### src/rtl/seg7_pkg.sv
// Shared definitions for the 7-segment capture path: hex segment patterns,
// FSM state type and the pattern-to-nibble lookup used by both encoder and decoder.
package seg7_pkg;

    localparam logic [6:0] SEG_0 = 7'h3F;
    localparam logic [6:0] SEG_1 = 7'h06;
    localparam logic [6:0] SEG_2 = 7'h5B;
    localparam logic [6:0] SEG_3 = 7'h4F;
    localparam logic [6:0] SEG_4 = 7'h66;
    localparam logic [6:0] SEG_5 = 7'h6D;
    localparam logic [6:0] SEG_6 = 7'h7D;
    localparam logic [6:0] SEG_7 = 7'h07;
    localparam logic [6:0] SEG_8 = 7'h7F;
    localparam logic [6:0] SEG_9 = 7'h6F;
    localparam logic [6:0] SEG_A = 7'h77;
    localparam logic [6:0] SEG_B = 7'h7C;
    localparam logic [6:0] SEG_C = 7'h39;
    localparam logic [6:0] SEG_D = 7'h5E;
    localparam logic [6:0] SEG_E = 7'h79;
    localparam logic [6:0] SEG_F = 7'h71;

    localparam int SEG_DP_BIT = 7;

    typedef enum logic [1:0] {
        ST_IDLE   = 2'd0,
        ST_SETTLE = 2'd1,
        ST_HOLD   = 2'd2
    } cap_state_e;

    // Returns {legal, nibble}; anything outside the 16 hex glyphs (blank included) is illegal.
    function automatic logic [4:0] seg_to_nibble(input logic [6:0] pat);
        logic [4:0] r;
        case (pat)
            SEG_0:   r = {1'b1, 4'h0};
            SEG_1:   r = {1'b1, 4'h1};
            SEG_2:   r = {1'b1, 4'h2};
            SEG_3:   r = {1'b1, 4'h3};
            SEG_4:   r = {1'b1, 4'h4};
            SEG_5:   r = {1'b1, 4'h5};
            SEG_6:   r = {1'b1, 4'h6};
            SEG_7:   r = {1'b1, 4'h7};
            SEG_8:   r = {1'b1, 4'h8};
            SEG_9:   r = {1'b1, 4'h9};
            SEG_A:   r = {1'b1, 4'hA};
            SEG_B:   r = {1'b1, 4'hB};
            SEG_C:   r = {1'b1, 4'hC};
            SEG_D:   r = {1'b1, 4'hD};
            SEG_E:   r = {1'b1, 4'hE};
            SEG_F:   r = {1'b1, 4'hF};
            default: r = 5'b0_0000;
        endcase
        return r;
    endfunction

endpackage

### src/rtl/seg7_decode.sv
// Combinational 7-segment pattern decoder: gfedcba in, hex nibble plus legal flag out.
module seg7_decode
    import seg7_pkg::*;
(
    input  logic [6:0] seg_i,
    output logic [3:0] nibble_o,
    output logic       legal_o
);

    logic [4:0] lookup;

    assign lookup   = seg_to_nibble(seg_i);
    assign legal_o  = lookup[4];
    assign nibble_o = lookup[3:0];

endmodule

### src/rtl/seg7_capture.sv
// Multiplexed 7-segment bus capture: synchronises segment/enable lines, waits for a
// stable one-hot pattern, decodes it and publishes per-digit value, dp and status flags.
module seg7_capture
    import seg7_pkg::*;
#(
    parameter int unsigned NDIG   = 4,
    parameter int unsigned STABLE = 3
) (
    input  logic                 clk,
    input  logic                 rst_n,
    input  logic [7:0]           segs,
    input  logic [NDIG-1:0]      dig_en,
    output logic [4*NDIG-1:0]    value,
    output logic [NDIG-1:0]      dp,
    output logic [NDIG-1:0]      digit_valid,
    output logic [NDIG-1:0]      bad_digit,
    output logic                 upd,
    output logic                 frame_done
);

    localparam logic [7:0] STABLE_C = 8'(STABLE);

    logic [7:0]        seg_m_q, seg_s_q, seg_p_q;
    logic [NDIG-1:0]   en_m_q, en_s_q, en_p_q;

    cap_state_e        state_q, state_d;
    logic [7:0]        cnt_q, cnt_d;
    logic [4*NDIG-1:0] value_q, value_d;
    logic [NDIG-1:0]   dp_q, dp_d;
    logic [NDIG-1:0]   valid_q, valid_d;
    logic [NDIG-1:0]   bad_q, bad_d;
    logic [NDIG-1:0]   seen_q, seen_d;
    logic              upd_q, upd_d;
    logic              frame_q, frame_d;

    logic              capture;
    logic              en_onehot;
    logic              same;
    logic [3:0]        dec_nibble;
    logic              dec_legal;

    seg7_decode u_decode (
        .seg_i    (seg_s_q[6:0]),
        .nibble_o (dec_nibble),
        .legal_o  (dec_legal)
    );

    assign en_onehot = (en_s_q != '0) && ((en_s_q & (en_s_q - 1'b1)) == '0);
    assign same      = (seg_s_q == seg_p_q) && (en_s_q == en_p_q);

    always_comb begin
        state_d = state_q;
        cnt_d   = cnt_q;
        capture = 1'b0;
        case (state_q)
            ST_IDLE: begin
                if (en_onehot) begin
                    state_d = ST_SETTLE;
                    cnt_d   = 8'd1;
                end
            end
            ST_SETTLE: begin
                if (same) begin
                    cnt_d = cnt_q + 8'd1;
                end else if (!en_onehot) begin
                    state_d = ST_IDLE;
                    cnt_d   = 8'd0;
                end else begin
                    cnt_d = 8'd1;
                end
            end
            ST_HOLD: begin
                if (!same) begin
                    state_d = en_onehot ? ST_SETTLE : ST_IDLE;
                    cnt_d   = en_onehot ? 8'd1 : 8'd0;
                end
            end
            default: begin
                state_d = ST_IDLE;
                cnt_d   = 8'd0;
            end
        endcase
        // Entering or continuing a settle that hits the threshold captures this cycle,
        // which also covers STABLE=1 capturing on the very first qualifying sample.
        if (state_d == ST_SETTLE && cnt_d == STABLE_C) begin
            capture = 1'b1;
            state_d = ST_HOLD;
        end
    end

    always_comb begin
        value_d = value_q;
        dp_d    = dp_q;
        valid_d = valid_q;
        bad_d   = bad_q;
        upd_d   = capture;
        frame_d = &seen_q;
        // A full mask clears first so a capture landing in the same cycle is kept.
        seen_d  = (&seen_q) ? '0 : seen_q;
        for (int k = 0; k < int'(NDIG); k++) begin
            if (capture && en_s_q[k]) begin
                dp_d[k]   = seg_s_q[SEG_DP_BIT];
                seen_d[k] = 1'b1;
                if (dec_legal) begin
                    value_d[4*k +: 4] = dec_nibble;
                    valid_d[k]        = 1'b1;
                    bad_d[k]          = 1'b0;
                end else begin
                    bad_d[k] = 1'b1;
                end
            end
        end
    end

    always_ff @(posedge clk or negedge rst_n) begin
        if (!rst_n) begin
            seg_m_q <= '0;
            seg_s_q <= '0;
            seg_p_q <= '0;
            en_m_q  <= '0;
            en_s_q  <= '0;
            en_p_q  <= '0;
            state_q <= ST_IDLE;
            cnt_q   <= '0;
            value_q <= '0;
            dp_q    <= '0;
            valid_q <= '0;
            bad_q   <= '0;
            seen_q  <= '0;
            upd_q   <= 1'b0;
            frame_q <= 1'b0;
        end else begin
            seg_m_q <= segs;
            seg_s_q <= seg_m_q;
            seg_p_q <= seg_s_q;
            en_m_q  <= dig_en;
            en_s_q  <= en_m_q;
            en_p_q  <= en_s_q;
            state_q <= state_d;
            cnt_q   <= cnt_d;
            value_q <= value_d;
            dp_q    <= dp_d;
            valid_q <= valid_d;
            bad_q   <= bad_d;
            seen_q  <= seen_d;
            upd_q   <= upd_d;
            frame_q <= frame_d;
        end
    end

    assign value       = value_q;
    assign dp          = dp_q;
    assign digit_valid = valid_q;
    assign bad_digit   = bad_q;
    assign upd         = upd_q;
    assign frame_done  = frame_q;

endmodule

### config.mk
export PLATFORM = sky130hd
export DESIGN_NAME = seg7_capture
export DESIGN_NICKNAME = d
export VERILOG_FILES = /design/src/rtl/seg7_pkg.sv /design/src/rtl/seg7_decode.sv /design/src/rtl/seg7_capture.sv
export SDC_FILE = /design/constraint.sdc
export NUM_CORES = 1
export LEC_CHECK = 0
export ABC_AREA = 1
export ABC_CLOCK_PERIOD_IN_PS = 4100
export CAP_MARGIN = 15
export CORE_MARGIN = 1
export CORE_UTILIZATION = 45
export DETAILED_ROUTE_END_ITERATION = 10
export PLACE_DENSITY_LB_ADDON = 0.3
export REMOVE_ABC_BUFFERS = 1
export SLEW_MARGIN = 20
export SYNTH_ARGS = -nofsm -noshare
export SYNTH_HDL_FRONTEND = slang
export SYNTH_HIERARCHICAL = 1
export SYNTH_SLANG_ARGS = --single-unit
### constraint.sdc
create_clock -name clk -period 4.1 [get_ports clk]
set_input_delay 0.82 -clock clk [delete_from_list [all_inputs] [get_ports clk]]
set_output_delay 0.82 -clock clk [all_outputs]
set_load 0.01 [all_outputs]
Yosys cells after proc, flatten, opt, wreduce, memory -nomap -nowiden:

Cells that the tools add are included.

* memory bits (writable): 0
* input bits: 14
* output and inout port bits: 30
* memories: 0
* word-level logic and storage cells: 94
* flip-flop bits (word level): 80
* bits in latches: 0
* memory bits (read-only): 0

* div/mod/pow operators: 0
* reductions and logical operators: 19
* $lt $le $gt $ge: 0
* add/subtract/negate cells: 2
* eq/ne operators: 22
* multipliers: 0
* shifts and indexed selects: 0
* bitwise operators: 1
* mux-type cells: 20

Operator list (count)
* == test 7 bit, second input constant: 12
* case mux 5 bit (16 select lines): 1
* 2-to-1 mux 8 bit: 3
* case mux 8 bit (3 select lines): 1
* == test 7 x 3 -> 1 bit, second input constant: 2
* == test 7 x 6 -> 1 bit, second input constant: 2
* 2-to-1 mux 2 bit: 5
* adder 8 x 1 -> 8 bit, second input constant: 1
* == test 8 x 2 -> 1 bit, second input constant: 1
* == test 8 bit: 1
* 2-to-1 mux 1 bit: 8
* AND reduction 2 bit: 4
* nonzero test 2 bit: 4
* logical AND 1 bit: 7
* case mux 2 bit (3 select lines): 1
* AND 4 bit: 1
* == test 2 x 1 -> 1 bit, second input constant: 2
* == test 4 bit: 1
* logical NOT 4 bit: 1
* 2-to-1 mux 4 bit: 1
* AND reduction 4 bit: 1
* nonzero test 4 bit: 1
* subtractor 4 x 1 -> 4 bit, second input constant: 1
* == test 2 bit, second input constant: 1
* logical NOT 2 bit: 1

Logic depth before layout (Yosys ltp):

Gate-level depths: netlist of run 1.

* word-level depth: 12
* depth in mapped cells: 16
* depth with buffers taken out: 16

Hierarchy:

Netlist of run 1, hierarchy kept.

By module, submodules not included
* seg7_capture: cells an instance 387, area an instance 3418.3 um2, instances 1
* seg7_decode: cells an instance 67, area an instance 291.5 um2, instances 1

Least setup slack after synthesis of run 1:

No wires, ideal clock.

* kind: flip-flop to flip-flop
* from: register en_s_q[0]
* to: register value_q[13] (netlist: value[13])
* stages on the path, launching flop included: 15
* path slack: 2.146 ns
* path buffers: 1
* data arrival time: 1.836 ns
* data required time: 3.982 ns
* period minus slack after synthesis: 1.954 ns
* cells stage by stage: dfrtp_1 > buf_4 > nand2_1 > nand2_1 > nand2_1 > nor2_2 > nand3_2 > o21ai_1 > nand2_1 > nor2_1 > nand3_1 > nor2_1 > nand4_1 > nand2_1 > nand2_1

* cells in the longest elaborated chain, start to end: 12
* elaborated cells on any way between the ends: 24

RTL lines
* start: declaration: line seg7_capture.sv:24 `logic [NDIG-1:0] en_m_q, en_s_q, en_p_q;`
* start signal: assignment: line seg7_capture.sv:137 `en_s_q <= en_m_q;`
* subtractor 4 x 1 -> 4 bit: line seg7_capture.sv:48 `assign en_onehot = (en_s_q != '0) && ((en_s_q & (en_s_q - 1'b1)) == '0);`
* AND 4 bit: line seg7_capture.sv:48
* logical NOT 4 bit: line seg7_capture.sv:48
* logical AND 1 bit: line seg7_capture.sv:48
* 2-to-1 mux 1 bit / 2-to-1 mux 2 bit (equally long branches): line seg7_capture.sv:65, seg7_capture.sv:74, seg7_capture.sv:75
* 2-to-1 mux 8 bit, or another cell as far along: line seg7_capture.sv:73 `if (!same) begin`
* case mux 8 bit (3 select lines) / case mux 2 bit (3 select lines) (equally long branches): line seg7_capture.sv:55 `case (state_q)`
* == test 8 x 2 -> 1 bit / == test 2 x 1 -> 1 bit (equally long branches): line seg7_capture.sv:85 `if (state_d == ST_SETTLE && cnt_d == STABLE_C) begin`
* logical AND 1 bit *: line seg7_capture.sv:85
* 2-to-1 mux 1 bit *: line seg7_capture.sv:85
* logical AND 1 bit *: line seg7_capture.sv:101 `if (capture && en_s_q[k]) begin`
* AND reduction 2 bit (no line) *
* end signal: assignment: line seg7_capture.sv:141 `value_q <= value_d;`
* end: declaration: line seg7_capture.sv:28 `logic [4*NDIG-1:0] value_q, value_d;`

Mark *: on every way between the ends. The rest lies on a longest branch, timed or not.
A chain may end at the register's enable or synchronous reset.

Worst setup path in the final report of run 1:

* from: register en_s_q[3]
* to: register dp_q[2] (netlist: dp[2])

* elaborated cells on any way between the ends: 23

RTL lines
* subtractor 4 x 1 -> 4 bit: line seg7_capture.sv:48
* AND 4 bit: line seg7_capture.sv:48
* logical NOT 4 bit: line seg7_capture.sv:48
* logical AND 1 bit: line seg7_capture.sv:48
* 2-to-1 mux 8 bit: line seg7_capture.sv:57 `if (en_onehot) begin`
* case mux 8 bit (3 select lines) *: line seg7_capture.sv:55
* via cnt_d[1]: line seg7_capture.sv:27 `logic [7:0] cnt_q, cnt_d;`
* == test 8 x 2 -> 1 bit *: line seg7_capture.sv:85
* logical AND 1 bit *: line seg7_capture.sv:85
* 2-to-1 mux 1 bit *: line seg7_capture.sv:85
* logical AND 1 bit *: line seg7_capture.sv:101
* end signal: assignment: line seg7_capture.sv:142 `dp_q <= dp_d;`
* end: declaration: line seg7_capture.sv:29 `logic [NDIG-1:0] dp_q, dp_d;`

Mark *: on every way through the listed nets, which the timed path passes. The rest lies on a longest branch.

==> results.txt, run 1 <==
----------------------------------------------------
[Critical path]
  Crit end category ... flop
  Cell with the most instances on the worst path ... nand2_1
  Cell family contributing the most delay on the critical path ... simple AND/OR/NAND/NOR gates
  Critical Path Max Stage Delay ... 740 ps
  Type of the worst setup path ... flop to flop
  Highest net fanout along the worst path ... 26
  Required time at the worst-slack endpoint ... 4330 ps
  Crit-path cells ... inv_2 > nand2_1 > nand2_1 > nor2_1 > nand2_1 > nor2_1 > nand3_1 > nand2_1 > nand2_1 > nand2_2 > nand3_2 > nor3_4 > nand2_1 > nand2_1 > nand2_1
  Critical Path Start Type ... flop
  Cell with the largest stage delay on the worst path ... nor3_4
  Combined buffer and inverter count along the critical path ... 1
  Setup slack of the most critical reg-to-reg path ... 790 ps
  Arrival time reported for the critical path endpoint ... 3540 ps

[Yosys]
  Cell type with the highest aggregate area in the netlist ... dfrtp_1
  Sequential area share after synthesis ... 0.540
  Async set-or-reset flop fraction in the synthesized netlist ... 1.00
  Yosys warns ... 6
  Count of distinct cell types in the synthesized netlist ... 26
  Cell area after synthesis ... between 3000 and 4000 um2
  Number of instances in the synthesized netlist ... 454
  Proportion of netlist area held by the largest area contributor ... 0.540
  Seq cells post-synth ... 80
  Synthesized area per cell ... 8.17 um2
  Top cells by area in the synthesized netlist ... dfrtp_1, nand2_1, inv_1, nand4_1, nor2_1
  Number of enable-type register cells in the synthesized netlist ... 0
  Most frequently used flop master after synthesis ... dfrtp_1

[CTS]
  Clock latency on the worst-skew pair ... 340 ps
  Number of buffers added for setup after CTS ... 0
  Number of clock sinks ... 80
  Cts hold-fix bufs ... 0
  TritonCTS clock tree ... done
  Total CTS buffers ... 9
  Clock tree root buffer cell ... clkbuf_8
  H-Tree Depth ... 3
  Number of buffers on the longest clock path ... 2
  Clock-pin slew on the worst setup and hold paths ... 90 ps
  PostCTS Resize Cnt ... 0

[Floorplan]
  Number of cell rows ... 32
  Number of primary I/O pins ... 44
  Core outline area ... 7850 um2
  Die Wd ... between 90 and 100 um
  Chip height ... 92.8 um
  Starting Density ... 0.473
  Area of the die ... 8610 um2

[STA]
  Min Clock Period, post-route ... approximately 3300 ps
  Max Freq ... 0.302 GHz
  Slew of the pin with the lowest slew margin ... 869 ps
  Endpoints failing setup ... 0
  Worst hold margin ... 350 ps
  Sum of negative setup slack ... 0 ps
  Worst clock skew ... between 10 and 15 ps
  Count of final max-slew check failures ... 0
  Max-slew headroom ... 0.419
  Setup repair after global routing missed its margin ... no
  Final Cycle Share ... 0.807
  Final hold violations ... 0

[Power and ir drop]
  Leakage power of the design ... 0.00232 uW
  Largest voltage drop on the vdd net ... 0.227 mV
  Power Total ... roughly 1500 uW
  Power per cell area ... between 300 and 400 nW/um2

[Routing]
  # DRC ... 0
  Routed wire length per instance ... approximately 13 um
  1st-pass router iterations ... 4
  Vias after detailed routing ... 3089
  Final WL ... 7.76 mm
  Antenna-violating nets left ... 0
  Drt first-iter violations ... 196
  Vias per Instance ... 5.11

[Place]
  Post-place instance area ... 4190 um2
  Placer Congestion ... 0.906
  Number of cells in the design after placement ... 589
  Post-detailed-placement half-perimeter wirelength ... 5.46 mm
  Number of buffers added on ports ... 43

[Cells and area]
  Post-route cell area ... roughly 4400 um2
  Final standard cell count with taps included and fillers excluded ... ~610
  Layout cells sized above 1 ... 0.0736
  Diodes inserted ... 0
  Final-stage net count ... a little over 500
  Layout area overhead ... 18.2%

[Global route]
  GRT Residual Overflow ... 0
  Number of antenna violations at the first check in global routing ... 0
  Number of global-route vias before repair ... 2781
  Global-route wire length before repair ... 12.8 mm
  Maximum number of pins on one net before global-route repair ... 81
  GR Util All Layers ... 0.191

[Outcome]
  Status ... complete, no violations

[Hold path]
  Class of the tightest hold or removal check ... flop to flop

[Job]
  Maximum Capacitance Violations ... 0

----------------------------------------------------
[final timing paths]
kind,from,end,cells past startpoint
min in group asynchronous,rst_n,bad_digit[3],1
hold reg to reg,seg_m_q[3],seg_s_q[3],0
setup reg to reg,en_s_q[3],dp[2],15
max in group asynchronous,rst_n,cnt_q[3],1
hold / removal,seg_m_q[3],seg_s_q[3],0
setup / recovery,en_s_q[3],dp[2],15
[placed cells by master (no fill, tap or decap), drive strengths merged]
| cell | count |
|---|---|
| inv | 62 |
| nor3 | 6 |
| nor4 | 1 |
| nand2 | 165 |
| nand2b | 1 |
| a21oi | 2 |
| xnor2 | 4 |
| nand3b | 2 |
| buf | 1 |
| ha | 1 |
| o21ai | 13 |
| nand3 | 29 |
| nand4 | 33 |
| clkdlybuf4s50 | 42 |
| nor2 | 44 |
| clkbuf | 10 |
| dfrtp | 80 |
| a22oi | 1 |
| bufinv | 1 |
| clkinvlp | 1 |
| clkinv | 3 |
| xor2 | 1 |
[metal layers]
metal	part of all wire	vias up	track usage	wire length, um
met5	0	-	0	0
met4	0.0097	0	0.0500	75
met3	0.051	7	0.0427	399
met2	0.47	88	0.308	3640
met1	0.47	1469	0.261	3640
li1	-	1525	-	-
[cells by family after synthesis]
logic type               after synthesis  share of synthesized area
adder cells (fa/ha/maj)                1                    0.00337
AO/OA/AOI/OAI                         16                     0.0236
buffers and inverters                 71                     0.0833
XOR/XNOR                               5                     0.0118
flip-flops                            80                      0.540
AND/OR/NAND/NOR                      281                      0.338
[power by group]
part	internal, uW	switching [uW]	leakage [uW]
Clock	285	296	0.0000968
Combinational	35.6	72.7	0.00120
Sequential	809	25.1	0.00103
[Yosys cell counts (3+ instances only)]
| cell type | n |
|---|---|
| xnor2_1 | 4 |
| nand3_1 | 25 |
| buf_6 | 4 |
| inv_1 | 56 |
| nand4_1 | 33 |
| nand3_2 | 4 |
| nand2_2 | 4 |
| nor2_1 | 38 |
| nand2_1 | 161 |
| dfrtp_1 | 80 |
| inv_2 | 5 |
| buf_2 | 4 |
| o21ai_1 | 3 |
| nor2_2 | 5 |
| nor3_1 | 5 |
| o21ai_0 | 10 |
[worst reg2reg max path: stages (launching register included)]
cell     delay, ps
dfrtp_1        680
inv_2           90
nand2_1         70
nand2_1         50
nor2_1         130
nand2_1         70
nor2_1         470
nand3_1        220
nand2_1        110
nand2_1         60
nand2_2         80
nand3_2        100
nor3_4         740
nand2_1        150
nand2_1        110
nand2_1         60
[per-stage QoR]
stage | utilization | worst slack (ps)
floorplan | - | 1460
global placement | 0.533 | 1020
detailed placement | 0.533 | 870
CTS | 0.558 | 817
global route | 0.559 | 402
finish | 0.559 | 791
[sequential cells by signal (all words and copies together) (netlist names)]
signal	cells
cnt_q	8
frame_done	1
seg_p_q	8
seg_m_q	8
dp	4
en_s_q	4
state_q	2
value	16
seen_q	4
bad_digit	4
seg_s_q	8
digit_valid	4
en_p_q	4
en_m_q	4
upd	1
[area by class of cell]
| type | instances | area (um2) |
|---|---|---|
| well taps | 102 | 128 |
| clock inverters | 6 | 68.8 |
| repair buffers | 43 | 432 |
| multi-input cells | 303 | 1400 |
| fillers | 743 | 3460 |
| flip-flops and latches | 80 | 2000 |
| inverters | 61 | 229 |
| clock buffers | 10 | 128 |
No activity file was read; power rests on OpenSTA's default activity.
==> run 2: changes to the inputs <==
- ABC_CLOCK_PERIOD_IN_PS: 4100 -> 3000
- clock period: 4.1 -> 3 ns (I/O delays scaled with it)
==> run 2 against run 1 <==
Against the previous run:
- sequential share of layout area decreased by 0.72 points
- sequential cell count stayed put
- first-iteration DRC count shrank 7.7%
- non-clock buffer count is 8 higher
- die area did not move
- count of clock-buffer cells in the layout shrank 1
- core utilization rose by 0.89 points
- fmax up 28%
- routed wire length up 1.4%
- cell area is 1.6% higher
- critical path type unchanged
- largest power group unchanged
- highest routed layer unchanged
==> results.txt, run 2 (synthesis results as in run 1) <==
----------------------------------------------------
[Critical path]
  Reg-to-Reg End ... dp[3]
  Stages on worst setup path ... 16
  Cell family contributing the most delay on the critical path ... simple AND/OR/NAND/NOR gates
  Capture point of the worst path ... dp[3]
  Cell with the largest stage delay on the worst path ... dfrtp_1
  Required time at the worst-slack endpoint ... ~3300 ps
  Crit end category ... flop
  Type of the worst setup path ... flop to flop
  Highest net fanout along the worst path ... 26
  Critical Path Start Type ... flop
  Crit-path cells ... inv_1 > nand2_1 > nand2_1 > nor2_1 > nand2_1 > nor2_1 > nand3_1 > nand2_1 > nand2_1 > nand2_2 > nand3_2 > nor3_4 > buf_4 > nand2_1 > nand2_1 > nand2_1
  Setup slack of the most critical reg-to-reg path ... approximately 420 ps
  Worst flop-to-flop path startpoint ... en_s_q[1]
  Combined buffer and inverter count along the critical path ... 2
  Critical Path Max Stage Delay ... 530 ps
  Arrival time reported for the critical path endpoint ... 2840 ps
  Critical path origin ... en_s_q[1]
  Worst Reg2Reg Path Length in Cells ... 16
  Cell with the most instances on the worst path ... nand2_1

[Cells and area]
  Most frequent standard cell in the layout excluding fill and tap cells ... nand2_1
  Final-stage net count ... 521
  Diodes inserted ... 0
  Max FFs per register ... 16
  Layout cells sized above 1 ... 0.0900
  Finished Core Util ... 0.568
  Layout area overhead ... 20.1%
  Most frequent cells in the layout ... nand2_1, dfrtp_1, inv_1

[STA]
  Worst hold margin ... 112 ps
  Final Cycle Share ... 0.860
  Slew of the pin with the lowest slew margin ... roughly 630 ps
  Sum of negative setup slack ... 0 ps
  Max-slew headroom ... 0.579
  Count of final max-slew check failures ... 0
  Min Clock Period, post-route ... 2580 ps
  Max Freq ... 0.388 GHz
  Setup repair after global routing missed its margin ... no
  Endpoints failing setup ... 0
  Worst clock skew ... 11.4 ps
  Final hold violations ... 0

[Routing]
  Drt first-iter violations ... 181
  Routed wire length per instance ... roughly 13 um
  1st-pass router iterations ... 4
  Vias after detailed routing ... 3080
  Final WL ... 7.86 mm
  Vias per Instance ... approximately 5
  # DRC ... 0
  Antenna-violating nets left ... 0

[Floorplan]
  Die Wd ... 92.8 um
  Number of primary I/O pins ... 44
  Starting Density ... 0.473
  Core outline area ... 7850 um2
  Number of cell rows ... 32
  Area of the die ... 8610 um2
  Chip height ... 92.8 um

[CTS]
  Clock latency on the worst-skew pair ... 360 ps
  Total CTS buffers ... 9
  PostCTS Resize Cnt ... 0
  H-Tree Depth ... 3
  Number of clock sinks ... 80
  Clock-pin slew on the worst setup and hold paths ... around 90 ps
  Number of buffers on the longest clock path ... 2
  Clock tree root buffer cell ... clkbuf_8
  Cts hold-fix bufs ... 0
  TritonCTS clock tree ... done
  Number of buffers added for setup after CTS ... 0

[Global route]
  GRT Residual Overflow ... 0
  Number of antenna violations at the first check in global routing ... 0
  Number of global-route vias before repair ... 2915
  Global-route wire length before repair ... around 13 mm
  Maximum number of pins on one net before global-route repair ... 81
  GR Util All Layers ... 0.201

[Outcome]
  Status ... complete, no violations

[Power and ir drop]
  Largest voltage drop on the vdd net ... 0.277 mV
  Power Total ... roughly 2100 uW
  Leakage power of the design ... between 0.002 and 0.0025 uW
  Power per cell area ... 461 nW/um2

[Job]
  Maximum Capacitance Violations ... 0

[Place]
  Placer Congestion ... 0.941
  Post-detailed-placement half-perimeter wirelength ... 5.65 mm
  Number of buffers added on ports ... 43

[Hold path]
  Class of the tightest hold or removal check ... input pin to async pin

----------------------------------------------------
## run 2: per-stage QoR
stage / cells / setup WS (ps) / cell area, um2
4_1_cts: 612 / 302 / 4420
3_3_place_gp: 596 / 394 / 4240
3_5_place_dp: 596 / 305 / 4240
6_report: 613 / 420 / 4460
5_1_grt: 613 / 91.4 / 4460
2_1_floorplan: 444 / 357 / 3630
## run 2: area by class of cell
type                            count  area, um2
Sequential cell                    80       2000
Multi-Input combinational cell    303       1400
Timing Repair Buffer               51        508
Fill cell                         723       3390
Tap cell                          102        128
Clock buffer                        9        124
Clock inverter                      7       61.3
Inverter                           61        229
## run 2: how the worst min path moves through the flow
stage                          start           end  slack, ps  cells after the start
after floorplan                rst_n  bad_digit[0]        300                      0
after global placement    seg_m_q[3]    seg_s_q[3]        330                      0
after detailed placement  seg_m_q[6]    seg_s_q[6]        330                      0
after CTS                 seg_m_q[6]    seg_s_q[6]        350                      0
after global routing           rst_n  bad_digit[3]        120                      1
final                          rst_n      cnt_q[0]        110                      1
## run 2: routing by layer
layer / routed length, um / track usage / up-vias
li1: - / - / 1541
met1: 3610 / 0.264 / 1446
met2: 3770 / 0.325 / 84
met3: 389 / 0.0534 / 9
met4: 88 / 0.0603 / 0
met5: 0 / 0 / -
## run 2: power by group
| part | internal (uW) | total [uW] | switching, uW |
|---|---|---|---|
| logic | 56.9 | 163 | 106 |
| clock network | 315 | 753 | 438 |
| registers | 1110 | 1140 | 30.2 |
